### config.mk
export PLATFORM = sky130hd
export DESIGN_NAME = egress_packet_arbiter
export DESIGN_NICKNAME = d
export VERILOG_FILES = /design/src/rtl/egress_packet_arbiter.sv
export SDC_FILE = /design/constraint.sdc
export NUM_CORES = 1
export LEC_CHECK = 0
export CAP_MARGIN = 15
export CORE_MARGIN = 2
export CORE_UTILIZATION = 35
export DETAILED_ROUTE_END_ITERATION = 6
export PLACE_DENSITY = 0.7
export SYNTH_ARGS = -nofsm -noshare
export SYNTH_HDL_FRONTEND = slang
export SYNTH_SLANG_ARGS = --single-unit
### constraint.sdc
create_clock -name clock -period 3.5 [get_ports clock]
set_clock_uncertainty 0.05 [all_clocks]
set_input_delay 0.7 -clock clock [delete_from_list [all_inputs] [get_ports clock]]
set_output_delay 0.7 -clock clock [all_outputs]
set_load 0.01 [all_outputs]
### src/rtl/egress_packet_arbiter.sv
`default_nettype none
// ============================================================================
// Module   : egress_packet_arbiter
// Purpose  : Packet-atomic arbiter that merges the processed-packet stream
//            and tagged cycle-count reports onto the packet_constructor path.
// Revision : 1.0 - initial release
// ============================================================================
module egress_packet_arbiter #(
   parameter int         COUNT_WIDTH   = 32,
   parameter logic [7:0] REPORT_TAG    = 8'hC1,
   parameter int         DATA_PRIORITY = 0
) (
   input  logic                   clock,
   input  logic                   reset,
   input  logic [7:0]             data_in_data,
   input  logic                   data_in_valid,
   output logic                   data_in_ready,
   input  logic                   data_in_last,
   input  logic [COUNT_WIDTH-1:0] count_in,
   input  logic                   count_valid,
   output logic                   count_ready,
   output logic [7:0]             out_data,
   output logic                   out_valid,
   input  logic                   out_ready,
   output logic                   out_last,
   output logic                   busy
);

   localparam int   c_NUM_BYTES   = COUNT_WIDTH / 8;
   localparam int   c_IDX_W       = $clog2(c_NUM_BYTES + 1);
   localparam logic c_GRANT_DATA  = 1'b0;
   localparam logic c_GRANT_COUNT = 1'b1;

   typedef enum logic [1:0] {
      S_IDLE  = 2'd0,
      S_DATA  = 2'd1,
      S_COUNT = 2'd2
   } state_t;

   state_t                 r_state;
   state_t                 w_next_state;
   logic                   r_last_grant;
   logic                   w_next_last_grant;
   logic [c_IDX_W-1:0]     r_byte_idx;
   logic [c_IDX_W-1:0]     w_next_byte_idx;
   logic                   r_count_pending;
   logic [COUNT_WIDTH-1:0] r_count_reg;
   logic                   w_count_done;
   logic                   w_prefer_data;
   logic                   w_last_idx;
   logic [7:0]             w_count_byte;

   // Gated by reset so no measurement is acknowledged while held in reset.
   assign count_ready   = reset & ~r_count_pending;
   assign busy          = (r_state != S_IDLE) | r_count_pending;
   assign w_prefer_data = (DATA_PRIORITY != 0) || (r_last_grant == c_GRANT_COUNT);
   assign w_last_idx    = (r_byte_idx == c_IDX_W'(c_NUM_BYTES));

   // Index 0 is the tag; index k selects count byte k, most significant first.
   always_comb begin
      w_count_byte = REPORT_TAG;
      for (int k = 1; k <= c_NUM_BYTES; k++) begin
         if (r_byte_idx == c_IDX_W'(k)) begin
            w_count_byte = r_count_reg[COUNT_WIDTH-8*k+7 -: 8];
         end
      end
   end

   always_comb begin
      w_next_state      = r_state;
      w_next_last_grant = r_last_grant;
      w_next_byte_idx   = r_byte_idx;
      w_count_done      = 1'b0;
      out_data          = 8'h00;
      out_valid         = 1'b0;
      out_last          = 1'b0;
      data_in_ready     = 1'b0;
      case (r_state)
         S_IDLE: begin
            if (data_in_valid && (!r_count_pending || w_prefer_data)) begin
               w_next_state      = S_DATA;
               w_next_last_grant = c_GRANT_DATA;
            end else if (r_count_pending) begin
               w_next_state      = S_COUNT;
               w_next_last_grant = c_GRANT_COUNT;
               w_next_byte_idx   = '0;
            end
         end
         S_DATA: begin
            out_data      = data_in_data;
            out_valid     = data_in_valid;
            out_last      = data_in_last;
            data_in_ready = out_ready;
            if (data_in_valid && out_ready && data_in_last) begin
               w_next_state = S_IDLE;
            end
         end
         S_COUNT: begin
            out_data  = w_count_byte;
            out_valid = 1'b1;
            out_last  = w_last_idx;
            if (out_ready) begin
               w_next_byte_idx = r_byte_idx + 1'b1;
               if (w_last_idx) begin
                  w_count_done = 1'b1;
                  w_next_state = S_IDLE;
               end
            end
         end
         default: begin
            w_next_state = S_IDLE;
         end
      endcase
   end

   always_ff @(posedge clock or negedge reset) begin
      if (!reset) begin
         r_state      <= S_IDLE;
         r_last_grant <= c_GRANT_COUNT;
         r_byte_idx   <= '0;
      end else begin
         r_state      <= w_next_state;
         r_last_grant <= w_next_last_grant;
         r_byte_idx   <= w_next_byte_idx;
      end
   end

   // Completion and capture are exclusive: capture needs pending low.
   always_ff @(posedge clock or negedge reset) begin
      if (!reset) begin
         r_count_pending <= 1'b0;
         r_count_reg     <= '0;
      end else if (w_count_done) begin
         r_count_pending <= 1'b0;
      end else if (count_valid && count_ready) begin
         r_count_pending <= 1'b1;
         r_count_reg     <= count_in;
      end
   end

endmodule
`default_nettype wire

## Word-level counts from Yosys, hierarchy flattened

Cells that the tools add are included.

- Flip-flop bits (word level): 39
- Input bits: 46
- Logic and storage cells: 62

- Add/sub/neg operators: 1
- Equality and inequality tests: 12
- Mux-type cells: 25
- Bitwise gates (word level): 4
- Reductions and logical operators: 15

Operators with widths:

| operator | count |
|---|---|
| $mux 8 | 4 |
| $pmux 8 s2 | 1 |
| $mux 2 | 5 |
| $ne 2x2->1 const B | 5 |
| $mux 3 | 3 |
| $mux 1 | 8 |
| $reduce_and 4->1 | 2 |
| $reduce_bool 2->1 | 4 |
| $eq 3x2->1 const B | 2 |
| $pmux 2 s3 | 1 |
| $pmux 3 s2 | 1 |
| $logic_and 1x1->1 | 4 |
| $pmux 1 s2 | 2 |
| $reduce_and 2->1 | 2 |
| $add 3x1->3 const B | 1 |
| $eq 3x1->1 const B | 1 |
| $eq 3x3->1 const B | 1 |
| $ne 3x3->1 const B | 1 |
| $eq 2x1->1 const B | 1 |
| $eq 2x2->1 const B | 1 |
| $logic_not 2->1 | 1 |
| $not 1->1 | 2 |
| $and 1x1->1 | 1 |
| $logic_not 1->1 | 1 |
| other kinds (2) | 2 |

## Logic depth before layout (Yosys ltp)

Gate-level depths: netlist of the first run.

- Depth in word-level cells: 6
- Depth in mapped cells: 7
- Gate-level depth less buffers: 6

## Worst setup path before layout of the first run

No wires, ideal clock.

- Kind: reg2out
- Start point: reg r_byte_idx[0]
- End point: out out_data[1]
- Arrival time: 1.509 ns
- Required time: 2.750 ns
- Slack: 1.241 ns
- Cell stages (with the launch flop): 6
- Path buffers: 0
- Path through: dfrtp_1 -> ha_1 -> ha_1 -> nor2_1 -> nand3_1 -> a21boi_0

- Cells in the longest elaborated chain, start to end: 6
- Elaborated cells on any way between the ends: 9
- Those cells by class: eq/ne (4); mux (5)

Ends and longest elaborated chain:

| what | line | RTL |
|---|---|---|
| from (decl) | 44 | `logic [c_IDX_W-1:0] r_byte_idx;` |
| from (signal assigned) | 124 | `r_byte_idx <= w_next_byte_idx;` |
| $eq 3x1->1 | 63 | `if (r_byte_idx == c_IDX_W'(k)) begin` |
| $mux 8 (3 in a row) | 63 |  |
| $mux 8 (*) | 63 |  |
| $pmux 8 s2 (*) | 78 | `case (r_state)` |
| to (decl) | 22 | `output logic [7:0] out_data,` |

Every way passes the cells marked *; elsewhere a longest branch is shown, timed or not.

## Worst setup path after layout of the first run

- Start point: reg r_byte_idx[0]
- End point: out out_data[2]

The elaborated chain is that of the path after synthesis.

==> results.toml, run 1 <==
[run_status]
status = "finished, final reports clean"

[cts]
clk_pin_slew_worst_paths_ns = 0.08
cts_resized = 0
insertion_delay_ns = 0.29
cts_tree = "done"
cts.sinks = 39
numCtsBuffers = 5
clockBufferDepth = 2
post_cts_buffers = 0
postCtsHoldBufs = 0
cts_max_level = 2
root_buffer = "clkbuf_8"

[setup_path]
critPathLaunchType = "flop"
r2r_cells = 6
worstPathArrival_ns = 2.50
crit_fanout = 8
slowest_delay_ns = 0.58
path_cells = "inv_1 -> ha_1 -> nor2b_1 -> a22o_1 -> nand3_1 -> a21boi_0 -> clkdlybuf4s50_1"
crit_path_end_kind = "output pin"
crit_type = "reg -> out"
required_ns = 2.75
slowest_stage = "clkdlybuf4s50_1"

[synthesis]
syn-num-nets = 224
syn_area_per_cell_sq_um = 12.71
synth_cell_types = 28
synth_area_leaders = "dfrtp_1, mux2_4, ha_1, a22o_1, a222oi_1"
ys_seq_elements = 39
yosysTopAreaCell = "dfrtp_1"
synth_cells = 170
seq_area_frac_synth_pct = 45.22
synth_top_area_share_pct = 44.01
ys_warn_count = 0
netlist_area_sq_um = 2161

[placed_design]
dp_cells = 298
gp_congestion = 0.8367
dp_hpwl_mm = 3.431
io_buffer_count = 58
dpl_cell_area_sq_um = 2784

[floorplanning]
die_y_um = 82.58
start_util_pct = 36.28
die_w_um = 82.58
io_pins = 59
num_rows = 28
die_area_sq_um = 6819
core-area_sq_um = 5956

[sta]
rsz0062_at_grt = "no"
fin_crit_ns = 3.255
hold_ws_ns = 0.4042
maxSlewHeadroom_pct = 56.55
drv_slew = 0
worstMarginPinSlew_ns = 0.6518
final_hold_viol_count = 0
period_share_pct = 92.99
fin_setup_tns_ns = 0
setup_violations = 0
fmax_mhz = 307.3

[route]
drc = 0
first_pass_iters = 4
wl_mm = 4.607
route.vias.total = 1501
drtIter0Drc = 61
routedWlPerCell_um = 15.06
ant_nets = 0
vias_per_cell = 4.905

[cells_and_area]
largest_reg_flops = 32
mostFrequentLayoutCell = "clkdlybuf4s50_1"
drive_above_1_share_pct = 20.78
seq_area_sq_um = 977.2
layout_common_cells = "clkdlybuf4s50_1, dfrtp_1, mux2_4"
synthToLayoutAreaGrowth_pct = 35.09
multi_input_area_sq_um = 1095
antenna_cells = 0
nFillCells = 546
fin_nets = 284
stdcell_count = 306
final_area_sq_um = 2919

[power]
ir_drop_mv = 0.2788
power_leakage_nw = 1.336
power.density_nw_per_um2 = 733.9

[global_route]
first_global_vias = 1544
grtUsageTotal_pct = 14.80
antenna_found_initial = 0
grt_pass1_wl_mm = 7.445
grt_max_degree = 41
grt_overflow = 0

[hold_path]
worst_hold_path_type = "in -> async"

[run]
cap_violations = 0
-- through the flow --
| stage | worst slack (ns) | total power [mW] | utilization [%] |
|---|---|---|---|
| 2_1_floorplan | 1.241 | 1.402 | - |
| 3_3_place_gp | 0.5918 | 1.696 | 46.74 |
| 3_5_place_dp | 0.5013 | 1.712 | 46.74 |
| 4_1_cts | 0.1680 | 2.157 | 48.97 |
| 5_1_grt | 0.03789 | 2.286 | 49.01 |
| 6_report | 0.2453 | 2.142 | 49.01 |
-- layout make-up --
cell class,count,area share [%]
sequential,39,33.48
multi-input combinational,116,37.51
clock inverter,2,2.057
clock buffer,6,2.486
inverter,8,1.029
timing repair buffer,60,20.23
tap,75,3.215
-- routing by layer --
metal	GRT usage [%]	up-vias	routed length [um]
met1	21.05	710	2291
met4	6.393	0	70
li1	-	740	-
met2	22.26	44	2023
met5	0	-	0
met3	2.391	7	222
-- final timing paths --
kind | from | endpoint | slack (ns)
worst max-delay path | r_byte_idx[0] | out_data[2] | 0.25
worst min-delay path | reset | r_state[0] | 0.40
worst max register to register | r_state[0] | r_count_reg[22] | 1.26
worst min register to register | r_count_reg[0] | r_count_reg[0] | 0.46
max in group asynchronous | reset | r_count_reg[16] | 2.64
min in group clock | r_count_reg[0] | r_count_reg[0] | 0.46
-- worst max-delay path, delay by kind of cell (launching register included) --
kind / cells / cell delay, ns
buffers and inverters: 2 / 0.68
and+or+nand+nor: 2 / 0.42
AOI/OAI and AO/OA: 2 / 0.42
DFF: 1 / 0.38
adders and majority gates: 1 / 0.30
-- logic make-up after synthesis --
kind of cell / Yosys count / share of synthesized area [%]
compound gates: 34 / 12.04
fa+ha+maj: 8 / 4.632
buf+inv: 15 / 4.227
flops: 39 / 45.22
mux: 38 / 24.72
simple gates: 36 / 9.149
-- cell usage after synthesis, drive strengths merged --
| cell | count |
|---|---|
| a21boi | 5 |
| a21oi | 7 |
| a222oi | 5 |
| a22o | 9 |
| a32o | 3 |
| and2 | 1 |
| and2b | 1 |
| and3 | 3 |
| buf | 4 |
| clkbuf | 3 |
| dfrtp | 38 |
| dfstp | 1 |
| ha | 8 |
| inv | 8 |
| mux2 | 33 |
| mux2i | 5 |
| nand2 | 13 |
| nand2b | 5 |
| nand3 | 7 |
| nor2 | 3 |
| nor2b | 3 |
| o21ai | 2 |
| o22ai | 3 |
-- report_power, final --
| group | internal (mW) | leakage (nW) | switching [mW] |
|---|---|---|---|
| Sequential | 0.659 | 0.481 | 0.124 |
| Combinational | 0.551 | 0.789 | 0.367 |
| Clock | 0.285 | 0.0654 | 0.156 |
| Total | 1.50 | 1.34 | 0.647 |
Power figures use the tool's default switching activity.
==> inputs of run 2 (changes only) <==
Settings changed: CORE_UTILIZATION 35 to 52, MAX_ROUTING_LAYER set to met4, PLACE_DENSITY 0.7 to 0.94.
==> run 2 against run 1 <==
Clock power is 15% lower. Core utilization is 23 points higher. First-iteration DRC count is 82% higher. Clock-buffer cell count is 1 lower. Critical path depth stayed put. Via count is 3.0% higher. Routed wire length is 5.9% higher. Sequential share of layout area is 0.60 points higher. Cell count is 8.2% lower. Combinational power is 1% higher. Sequential power is 1% higher. Maximum frequency is 1.4% lower.
==> results.toml, run 2 (same netlist as run 1, synthesis figures left out) <==
[floorplanning]
die_w_um = 68.46
io_pins = 59
start_util_pct = 54.02
num_rows = 23
core-area_sq_um = 4000
die_y_um = 68.46
die_area_sq_um = 4687

[cts]
clk_pin_slew_worst_paths_ns = 0.08
post_cts_buffers = 0
cts_tree = "done"
insertion_delay_ns = 0.29
clockBufferDepth = 2
root_buffer = "clkbuf_8"
cts.sinks = 39
cts_max_level = 2
numCtsBuffers = 5

[placed_design]
gp_congestion = 0.7937
io_buffer_count = 58
dp_hpwl_mm = 3.702
dpl_cell_area_sq_um = 2753

[cells_and_area]
synthToLayoutAreaGrowth_pct = 32.72
final_area_sq_um = 2868
mostFrequentLayoutCell = "clkdlybuf4s50_1"
largest_reg_flops = 32
antenna_cells = 0
nFillCells = 265
layout_common_cells = "clkdlybuf4s50_1, dfrtp_1, mux2_4"
drive_above_1_share_pct = 21.21
fin_nets = 284

[setup_path]
crit_fanout = 8
required_ns = 2.75
r2r_cells = 6
critPathLaunchType = "flop"
reg2reg_to = "r_count_reg[21]"
reg2reg_slack_ns = 1.23
worstPathArrival_ns = 2.55
critPathCapture = "out_data[2]"
rr_startpoint = "r_state[0]"
crit_path_end_kind = "output pin"
crit_type = "reg -> out"
startpoint = "r_byte_idx[0]"

[sta]
maxSlewHeadroom_pct = 56.78
drv_slew = 0
worstMarginPinSlew_ns = 0.6483
rsz0062_at_grt = "no"
period_share_pct = 94.35
fin_crit_ns = 3.302
final_hold_viol_count = 0
fin_setup_tns_ns = 0
fmax_mhz = 302.8
setup_violations = 0

[route]
vias_per_cell = 5.502
drc = 0
first_pass_iters = 5
drtIter0Drc = 111
routedWlPerCell_um = 17.36
route.vias.total = 1546
wl_mm = 4.877
ant_nets = 0

[hold_path]
worst_hold_path_type = "in -> async"

[global_route]
grt_pass1_wl_mm = 7.845
first_global_vias = 1630
use_met1_pct = 30.61
busiest_layer = "met2"
grt_overflow = 0
grt_util_met2_pct = 38.70
grtUsageTotal_pct = 24.09
antenna_found_initial = 0
use_met3_pct = 5.428
grt_max_degree = 41

[power]
intPower_mw = 1.423
power_leakage_nw = 1.329
seqPwrFrac_pct = 37.8
pwr-share-clk_pct = 18.0
p_switching_uw = 672.2
combPwrFrac_pct = 44.2
p_sw_share_pct = 32.09
power.density_nw_per_um2 = 730.6
ir_drop_mv = 0.4459

[run_status]
status = "finished, final reports clean"

[run]
cap_violations = 0
run 2: changes by cell type in the layout (fill, tap and decap cells not counted):
cell / previous run / this run
bufinv_16: 2 / 1
clkinv_4: 0 / 1
clkbuf_1: 1 / 0
clkinv_2: 0 / 1
run 2: how the worst min path moves through the flow:
stage                          from              end  slack [ns]  depth (start not counted)
floorplan                     reset    r_byte_idx[0]        0.35                          0
global placement    r_count_reg[15]  r_count_reg[15]        0.44                          1
detailed placement  r_count_reg[21]  r_count_reg[21]        0.45                          1
CTS                           reset  r_count_reg[13]        0.43                          2
global route                  reset  r_count_reg[29]        0.46                          2
finish                        reset  r_count_reg[29]        0.42                          2
run 2: final cells by class:
cell class              instances  area [sq um]  share of cell area [%]
multi-input cells             116          1095                   38.18
flip-flops and latches         39         977.2                   34.08
repair buffers                 60         590.6                   20.59
clock buffers                   5         68.82                   2.400
well taps                      50         62.56                   2.182
clock inverters                 3         43.79                   1.527
inverters                       8         30.03                   1.047
run 2: repair_timing:
item                       in CTS  in global routing
resized for setup               0                  1
hold buffers                    0                  0
setup endpoints to repair       0                  1
run 2: per-layer routing:
layer / wire length, um / vias to the layer above
li1: - / 746
met1: 2125 / 744
met2: 2485 / 49
met3: 202 / 7
met4: 63 / 0
met5: 0 / -
run 2: worst max-delay path, stage by stage, from the launching register on:
cell	delay [ns]
dfrtp_1	0.38
inv_1	0.10
ha_1	0.30
nor2b_1	0.31
a22o_1	0.19
nand3_1	0.08
a21boi_0	0.29
clkdlybuf4s50_1	0.60
run 2: power groups by stage:
stage               registers (mW)  clock network [mW]  logic (mW)
finish                       0.792               0.377       0.927
detailed placement           0.798                   0       0.922
global route                 0.813               0.399        1.00
global placement             0.784                   0       0.890
CTS                          0.791               0.382       0.932
floorplan                    0.749                   0       0.654
run 2: per-stage QoR:
step           hold WS (ns)  worst slack, ns  instances  total power [mW]  utilization [%]
2_1_floorplan        0.3544            1.241        170             1.402                -
3_3_place_gp         0.4405           0.6204        273             1.674            68.81
3_5_place_dp         0.4475           0.4844        273             1.720            68.81
4_1_cts              0.4328           0.1365        281             2.105            71.63
5_1_grt              0.4614         0.005019        281             2.215            71.69
6_report             0.4214           0.1976        281             2.095            71.69
==> inputs of run 3 (changes only) <==
Settings changed: CAP_MARGIN 15 to not set.
==> results of run 3 <==
No change in the layout: final DEF, timing and power equal those of run 2.
